==> config.mk <==
export PLATFORM = sky130hd
export DESIGN_NAME = instr_fetch_ctrl
export DESIGN_NICKNAME = d
export VERILOG_FILES = /design/src/rtl/instr_fetch_ctrl.sv
export SDC_FILE = /design/constraint.sdc
export NUM_CORES = 1
export LEC_CHECK = 0
export ABC_AREA = 1
export BUFFER_PORTS_ARGS = -buffer_cell sky130_fd_sc_hd__buf_4
export CAP_MARGIN = 40
export CORE_ASPECT_RATIO = 0.9
export CORE_UTILIZATION = 51
export CTS_CLUSTER_SIZE = 28
export DETAILED_ROUTE_END_ITERATION = 12
export GPL_ROUTABILITY_DRIVEN = 0
export PLACE_DENSITY = 0.84
export SYNTH_ARGS = -nofsm -noshare
export SYNTH_HDL_FRONTEND = slang
export SYNTH_SLANG_ARGS = --single-unit
==> constraint.sdc <==
create_clock -name clk_i -period 2.6 [get_ports clk_i]
set_input_delay 0.26 -clock clk_i [delete_from_list [all_inputs] [get_ports clk_i]]
set_output_delay 0.26 -clock clk_i [all_outputs]
set_load 0.03 [all_outputs]
==> src/rtl/instr_fetch_ctrl.sv <==
// Instruction-fetch sequencer: PC, ROM addressing, one-entry valid/ready output stage.
// Optional halt-on-EBREAK behaviour is enabled by defining FETCH_HALT_EN.
module instr_fetch_ctrl #(
    parameter int                ADDR_W   = 8,
    parameter logic [ADDR_W-1:0] RESET_PC = '0
) (
    input  logic              clk_i,
    input  logic              rst_n_i,
    output logic [ADDR_W-1:0] rom_addr_o,
    input  logic [31:0]       rom_data_i,
    input  logic              redirect_i,
    input  logic [ADDR_W-1:0] redirect_addr_i,
    output logic [31:0]       instr_o,
    output logic [ADDR_W-1:0] pc_o,
    output logic              valid_o,
    input  logic              ready_i,
    output logic              halt_o,
    output logic [15:0]       retire_cnt_o
);

    localparam logic [0:0] S_RUN  = 1'b0;
    localparam logic [0:0] S_HALT = 1'b1;
`ifdef FETCH_HALT_EN
    localparam logic [31:0] EBREAK = 32'h00100073;
`endif

    logic [0:0]        state;
    logic [ADDR_W-1:0] fetch_pc;
    logic [ADDR_W-1:0] redirect_target;
    logic              load;
    logic              xfer;

    assign load            = !valid_o || ready_i;
    assign xfer            = valid_o && ready_i;
    assign redirect_target = redirect_addr_i & ~ADDR_W'(3);
    assign rom_addr_o      = fetch_pc;

`ifdef FETCH_HALT_EN
    assign halt_o = (state == S_HALT);
`else
    assign halt_o = 1'b0;
`endif

    always_ff @(posedge clk_i or negedge rst_n_i) begin
        if (!rst_n_i) begin
            state        <= S_RUN;
            fetch_pc     <= RESET_PC;
            instr_o      <= '0;
            pc_o         <= '0;
            valid_o      <= 1'b0;
            retire_cnt_o <= '0;
        end else begin
            if (xfer) begin
                retire_cnt_o <= retire_cnt_o + 16'd1;
            end
            // Redirect flushes the output stage regardless of state or handshake.
            if (redirect_i) begin
                fetch_pc <= redirect_target;
                valid_o  <= 1'b0;
                state    <= S_RUN;
            end else if (state == S_RUN) begin
                if (load) begin
                    instr_o <= rom_data_i;
                    pc_o    <= fetch_pc;
                    valid_o <= 1'b1;
`ifdef FETCH_HALT_EN
                    if (rom_data_i == EBREAK) begin
                        state <= S_HALT;
                    end else begin
                        fetch_pc <= fetch_pc + ADDR_W'(4);
                    end
`else
                    fetch_pc <= fetch_pc + ADDR_W'(4);
`endif
                end
            end else if (xfer) begin
                valid_o <= 1'b0;
            end
        end
    end

endmodule

Word level (Yosys, flattened, before mapping)
Cells that the tools add are included.
- add/sub/neg operators: 2
- multiplexer cells: 4
- bitwise logic cells: 1
- reduce and logical (&&, ||, !) cells: 5
- operator list (cell ; number):
    adder 16 x 1 -> 16 bit (second input constant) ; 1
    2-to-1 mux 8 bit ; 2
    adder 8 x 3 -> 8 bit (second input constant) ; 1
    2-to-1 mux 1 bit ; 2
    AND reduction 2 bit ; 1
    nonzero test 2 bit ; 1
    logical AND 1 bit ; 1
    zero test 1 bit ; 1
    logical OR 1 bit ; 1
    NOT 1 bit ; 1
- bits in registers: 65
- bits of input ports: 44
- word-level logic and storage cells: 17

Longest topological paths before layout
Gate-level depths: netlist of the first run.
- depth after elaboration: 4
- gate-level depth with buffers: 8

Worst setup path before layout of the first run
OpenSTA, ideal clock, no wires.
- path type: reg-to-reg
- start point: register retire_cnt_o[0]
- end point: register retire_cnt_o[8]
- arrival: 1306 ps
- data required time: 2465 ps
- slack: 1159 ps
- stages on the path, launching flop included: 6
- path buffers: 0
- clock period less this slack: 1441 ps
- cell sequence: dfrtp_1 > ha_1 > nand3_1 > nor3_4 > nand2_1 > xnor2_1
- word-level cells in the longest chain between the ends: 1
- RTL lines (what ; line ; source):
    start, declared ; 18 ; output logic [15:0] retire_cnt_o
    start signal, assigned ; 54 ; retire_cnt_o <= retire_cnt_o + 16'd1;
    adder 16 x 1 -> 16 bit ; 54 ;
Every way passes these cells.
A chain may end at the register's enable or synchronous reset.

Final worst setup path of the first run
- start point: register retire_cnt_o[0]
- end point: register retire_cnt_o[14]
The elaborated chain is that of the path after synthesis.

==> flow_summary.json, run 1 <==
{
  "antenna_cells": 0,
  "netlist_top_cells_count": "nand2_1 (142), dfrtp_1 (61), nor2_1 (21)",
  "dr.pass1.iters": 4,
  "drive_gt1_share_pct": 30.8,
  "root_buffer": "clkbuf_8",
  "clock_path_buffers": 2,
  "wire_per_inst_um": 12.8,
  "die_height_um": 70.5,
  "grt_max_degree": 62,
  "min_path_type": "in -> async",
  "hpwlAfterDp_um": 4270,
  "drt_first_iter_violations": 104,
  "rows": 24,
  "die_area_um2": 5500,
  "yosys.area.top_type": "dfrtp_1",
  "finalPower_w": 0.00270,
  "antenna_found_initial": 0,
  "cp_max_fo": 4,
  "avgSynthCellArea_um2": 8.77,
  "fillers": 409,
  "hold_viol": 8,
  "htreeDepth": 3,
  "ir_drop_mv": 0.680,
  "ys_types": 23,
  "fin_ws_ns": 1.16,
  "cts-resized-gates": 0,
  "startpoint_type": "register",
  "grt_pass1_vias": 2255,
  "syn_to_final_growth_pct": 35.2,
  "grt_pass1_wl_um": 10100,
  "netSwitchingFraction_pct": 35.2,
  "cts-buffers-inserted": 9,
  "synth_edf_count": 0,
  "fin_cells": 477,
  "grt_usage_pct": 24.4,
  "vias": 2340,
  "hold_buffers": 0,
  "fmax_ghz": 0.696,
  "dieWidth_um": 78.1,
  "cts.sinks": 61,
  "worstMarginPinSlew_ns": 0.750,
  "critical_path_arrival_ns": 1.71,
  "timing.hold.ws_ns": -0.00632,
  "synth_top_area_share_pct": 57.5,
  "p_per_area_nw_per_um2": 751,
  "yosys_warnings": 0,
  "fin_skew_ns": 0.00421,
  "p_seq_share_pct": 44.2,
  "finalSetupViolCount": 0,
  "netlist_top_cells_area": "dfrtp_1 (57%), nand2_1 (20%), nor2_1 (3.0%), xnor2_1 (2.3%), inv_1 (2.1%)",
  "p_sw_w": 0.000950,
  "ant_nets": 0,
  "status": "finished with violations",
  "critical_path_class": "reg -> reg",
  "slew_viol_final": 0,
  "finalWirelength_um": 6080,
  "overflow": 0,
  "ios": 110,
  "synth-seq-cells": 61,
  "initial_core_util_pct": 53.9,
  "fin_crit_ns": 1.44,
  "syn_inst": 303,
  "p_clk_share_pct": 27.6,
  "cap_violations": 0,
  "cts_tree": "built",
  "end_kind": "register",
  "required_ns": 2.88,
  "slew_headroom_pct": 50.0,
  "syn_area_um2": 2660,
  "p_int_w": 0.00175,
  "coreArea_um2": 4920,
  "finalSetupTns_ns": 0,
  "port_buffers": 102,
  "synth_most_common_cell": "nand2_1",
  "dp_cells": 461,
  "path_clk_slew_ns": 0.06,
  "p_leak_nw": 2.00,
  "clock_latency_ns": 0.33,
  "rsz0062_at_grt": "false",
  "async_flop_share_pct": 100,
  "drc_errors": 0,
  "r2r_setup_slack_ns": 1.16,
  "violations": "hold timing",
  "postCtsSetupRepairBufs": 0,
  "fin_crit_sh_pct": 55.2,
  "yosysSeqAreaShare_pct": 57.5,
  "dominantRegCellSynth": "dfrtp_1",
  "via_per_inst": 4.91,
  "pre_cts_slack_ns": 1.16,
  "p_comb_share_pct": 28.2,
  "fin_nets": 453,
  "final_core_util_pct": 72.9
}
## per-layer routing
| metal | vias to the layer above | global-route usage (%) | share of wire (%) |
|---|---|---|---|
| met3 | 14 | 8.24 | 8.1 |
| met1 | 1089 | 29.5 | 42 |
| met4 | 0 | 11.1 | 2.1 |
| li1 | 1138 | - | - |
| met5 | - | 0 | 0 |
| met2 | 99 | 39.3 | 48 |
## final timing paths
kind                                  from          endpoint  cells after the start
max                        retire_cnt_o[0]  retire_cnt_o[14]                      7
min                                rst_n_i        instr_o[2]                      1
max reg2reg                retire_cnt_o[0]  retire_cnt_o[14]                      7
min reg2reg                    instr_o[23]       instr_o[23]                      2
max in group asynchronous          rst_n_i       instr_o[18]                      1
min in group clk_i          rom_data_i[18]       instr_o[18]                      3
## critical path, cell delays in order, from the launching register on
cell     delay, ns
dfrtp_1       0.44
ha_1          0.19
nand3_1       0.16
nor2_1        0.27
nand4_1       0.14
nand2_1       0.08
nand2_1       0.05
inv_1         0.05
## final cells by class
type / instances / area (µm²) / share of cell area [%]
flip-flops and latches: 61 / 1530 / 42.5
multi-input cells: 215 / 971 / 27.0
repair buffers: 103 / 773 / 21.5
clock buffers: 11 / 151 / 4.21
well taps: 65 / 81.3 / 2.26
inverters: 17 / 63.8 / 1.78
clock inverters: 5 / 25.0 / 0.697
## kinds of logic (layout without fill, tap and decap cells)
logic type,Yosys count,count (layout),share of synthesized area (%)
AO/OA/AOI/OAI,11,11,2.54
flip-flops,61,61,57.5
other,1,5,0.141
buffers and inverters,31,136,6.55
XOR/XNOR,11,11,3.63
adder cells (fa/ha/maj),2,2,0.942
AND/OR/NAND/NOR,186,186,28.7
## cells in the final DEF (no fill, tap or decap), drive strengths merged
cell,count
xor2,4
a21oi,1
o21bai,1
clkbuf,11
inv,17
clkinv,5
o21ai,5
a22oi,3
xnor2,7
nor3,2
ha,2
conb,5
dfrtp,61
buf,103
nand2,145
o31ai,1
nand3,10
nor2,22
nand4,7
## state kept, by name, indices dropped and copies added, names as in the netlist
name,flops
rom_addr_o,6
instr_o,32
pc_o,6
retire_cnt_o,16
valid_o,1
## power groups by stage
| stage | Sequential (W) | Combinational, W | Clock, W |
|---|---|---|---|
| floorplan | 0.00144 | 0.000204 | 0 |
| global placement | 0.00120 | 0.000744 | 0 |
| detailed placement | 0.00121 | 0.000766 | 0 |
| CTS | 0.00119 | 0.000768 | 0.000761 |
| global route | 0.00121 | 0.000817 | 0.000802 |
| finish | 0.00119 | 0.000760 | 0.000745 |
## metrics by stage
step	cell area (µm²)	hold slack, ns
after floorplan	2670	-0.0356
after global placement	3420	0.380
after detailed placement	3420	0.379
after CTS	3590	0.0122
after global routing	3590	0.0451
final	3590	-0.00632
No activity file was read; power rests on OpenSTA's default activity.
==> run 2, diff against run 1 <==
--- a/config.mk
+++ b/config.mk
@@ -9,11 +9,11 @@
 export BUFFER_PORTS_ARGS = -buffer_cell sky130_fd_sc_hd__buf_4
 export CAP_MARGIN = 40
 export CORE_ASPECT_RATIO = 0.9
-export CORE_UTILIZATION = 51
+export CORE_UTILIZATION = 48
 export CTS_CLUSTER_SIZE = 28
 export DETAILED_ROUTE_END_ITERATION = 12
 export GPL_ROUTABILITY_DRIVEN = 0
-export PLACE_DENSITY = 0.84
+export PLACE_DENSITY = 0.8
 export SYNTH_ARGS = -nofsm -noshare
 export SYNTH_HDL_FRONTEND = slang
 export SYNTH_SLANG_ARGS = --single-unit
==> constraint.sdc (replaced) <==
create_clock -name clk_i -period 1.4 [get_ports clk_i]
set_input_delay 0.14 -clock clk_i [delete_from_list [all_inputs] [get_ports clk_i]]
set_output_delay 0.14 -clock clk_i [all_outputs]
set_load 0.03 [all_outputs]
==> run 2 against run 1 <==
Compared with the run above:
- the run now ends clean
- sequential cell count stayed put
- clock skew is 0.0012 ns higher
- clock power is 120% higher
- hold slack better by 0.017 ns
- sequential share of layout area is 1.6 points lower
- register-to-register slack worse by 1.1 ns
- critical endpoint is now retire_cnt_o[10]
- highest routed layer unchanged
==> flow_summary.json, run 2 (same netlist as run 1, synthesis figures left out) <==
{
  "via_per_inst": 4.84,
  "cap_violations": 0,
  "startpoint": "retire_cnt_o[0]",
  "dpl_cell_area_um2": 3480,
  "rr_startpoint": "retire_cnt_o[0]",
  "root_buffer": "clkbuf_8",
  "finalWirelength_um": 6020,
  "final_cell_mix": "nand2_1 (142), buf_4 (104), dfrtp_1 (59)",
  "coreArea_um2": 5290,
  "startpoint_type": "register",
  "p_per_area_nw_per_um2": 1410,
  "r2r_setup_slack_ns": 0.05,
  "antenna_found_initial": 0,
  "rsz0062_at_grt": "true",
  "dieWidth_um": 80.4,
  "port_buffers": 102,
  "dp_cells": 467,
  "fin_crit_sh_pct": 96.3,
  "ant_nets": 0,
  "grt_usage_pct": 22.5,
  "critical_path_buf_inv_count": 0,
  "overflow": 0,
  "clock_path_buffers": 2,
  "hold_viol": 0,
  "die_height_um": 72.6,
  "max_stage_delay_ns": 0.39,
  "critical_path_arrival_ns": 1.55,
  "critical_path_class": "reg -> reg",
  "final_common_cell": "nand2_1",
  "timing.hold.ws_ns": 0.0107,
  "rows": 25,
  "grt_pass1_wl_um": 10000,
  "fin_crit_ns": 1.35,
  "hpwlAfterDp_um": 4410,
  "required_ns": 1.60,
  "end_kind": "register",
  "fin_skew_ns": 0.00537,
  "p_leak_nw": 2.06,
  "slew_viol_final": 0,
  "ir_drop_mv": 0.951,
  "grt_max_degree": 33,
  "drive_gt1_share_pct": 32.1,
  "antenna_cells": 0,
  "clock_latency_ns": 0.32,
  "fin_cells": 487,
  "syn_to_final_growth_pct": 40.8,
  "grt_pass1_vias": 2355,
  "htreeDepth": 3,
  "top_register": "instr_o",
  "finalSetupViolCount": 0,
  "largestRegisters": "instr_o x32, retire_cnt_o x16",
  "dr.pass1.iters": 4,
  "path_clk_slew_ns": 0.07,
  "postCtsSetupRepairBufs": 0,
  "cp_max_fo": 5,
  "path_delay_family": "simple AND/OR/NAND/NOR gates",
  "drc_errors": 0,
  "fmax_ghz": 0.742,
  "cts-buffers-inserted": 9,
  "largest_reg_flops": 32,
  "fin_area_um2": 3740,
  "die_area_um2": 5840,
  "vias": 2356,
  "drt_first_iter_violations": 177,
  "cts_tree": "built",
  "cts.sinks": 61,
  "initial_core_util_pct": 50.2,
  "ios": 110,
  "min_path_type": "in -> reg",
  "status": "complete, no violations",
  "slowest_stage": "dfrtp_2",
  "fin_nets": 461,
  "wire_per_inst_um": 12.4,
  "hp-start": "rom_data_i[9]",
  "crit_chain": "ha_1 -> nand3_2 -> nor3_4 -> nand2_1 -> xnor2_1"
}
==> run 2: cell types whose count changed in the layout (fill, tap and decap cells not counted), moves of 2 or more <==
cell,before,now
buf_12,0,2
clkinv_2,5,3
dfrtp_1,61,59
dfrtp_2,0,2
dlygate4sd3_1,0,4
==> run 2: cell type report <==
cell class,count,area (µm²)
Timing Repair Buffer,111,872
Multi-Input combinational cell,215,978
Tap cell,67,83.8
Sequential cell,61,1530
Fill cell,415,1550
Inverter,17,66.3
Clock inverter,4,45.0
Clock buffer,12,165
==> run 2: per-stage QoR <==
| step | power (W) | TNS [ns] | setup WS (ns) | util [%] |
|---|---|---|---|---|
| 4_1_cts | 0.00531 | 0 | 0.0645 | 70.5 |
| 2_1_floorplan | 0.00307 | 0 | 0.0522 | - |
| 5_1_grt | 0.00553 | -0.0664 | -0.0293 | 70.7 |
| 3_3_place_gp | 0.00364 | 0 | 0.123 | 65.8 |
| 3_5_place_dp | 0.00368 | 0 | 0.0729 | 65.8 |
| 6_report | 0.00527 | 0 | 0.0521 | 70.7 |
==> run 2: path summary, 6_finish.rpt <==
path / end / cells past startpoint
min in group asynchronous: instr_o[30] / 2
max in group asynchronous: rom_addr_o[5] / 3
worst min-delay path: instr_o[9] / 3
worst max-delay path: retire_cnt_o[10] / 5
worst min register to register: instr_o[25] / 2
worst max register to register: retire_cnt_o[10] / 5
==> run 2: routing by layer <==
metal / wire length (µm) / global-route usage [%] / up-vias / part of all wire [%]
met1: 2660 / 27.9 / 1105 / 44
met2: 2880 / 37.5 / 89 / 48
met5: 0 / 0 / - / 0
met3: 425 / 6.25 / 6 / 7.1
li1: - / - / 1156 / -
met4: 51 / 8.33 / 0 / 0.85
==> run 2: what timing repair did <==
| action | 4_1_cts | 5_1_grt |
|---|---|---|
| hold buffers | 4 | 0 |
| setup endpoints to repair | 0 | 10 |
| endpoints found under the hold margin | 32 | 0 |
| resized for setup | 0 | 4 |
==> run 2: tightest hold or removal path: stages <==
cell and delay [ns]:
buf_4 0.07, nand2_1 0.04, nand2_1 0.04
==> run 2: report_power, final <==
| part | switching, W | total, W | internal, W | leakage [nW] |
|---|---|---|---|---|
| registers | 0.000211 | 0.00222 | 0.00201 | 0.751 |
| logic | 0.000894 | 0.00145 | 0.000552 | 1.19 |
| clock network | 0.000652 | 0.00161 | 0.000959 | 0.112 |
| total | 0.00176 | 0.00527 | 0.00352 | 2.06 |
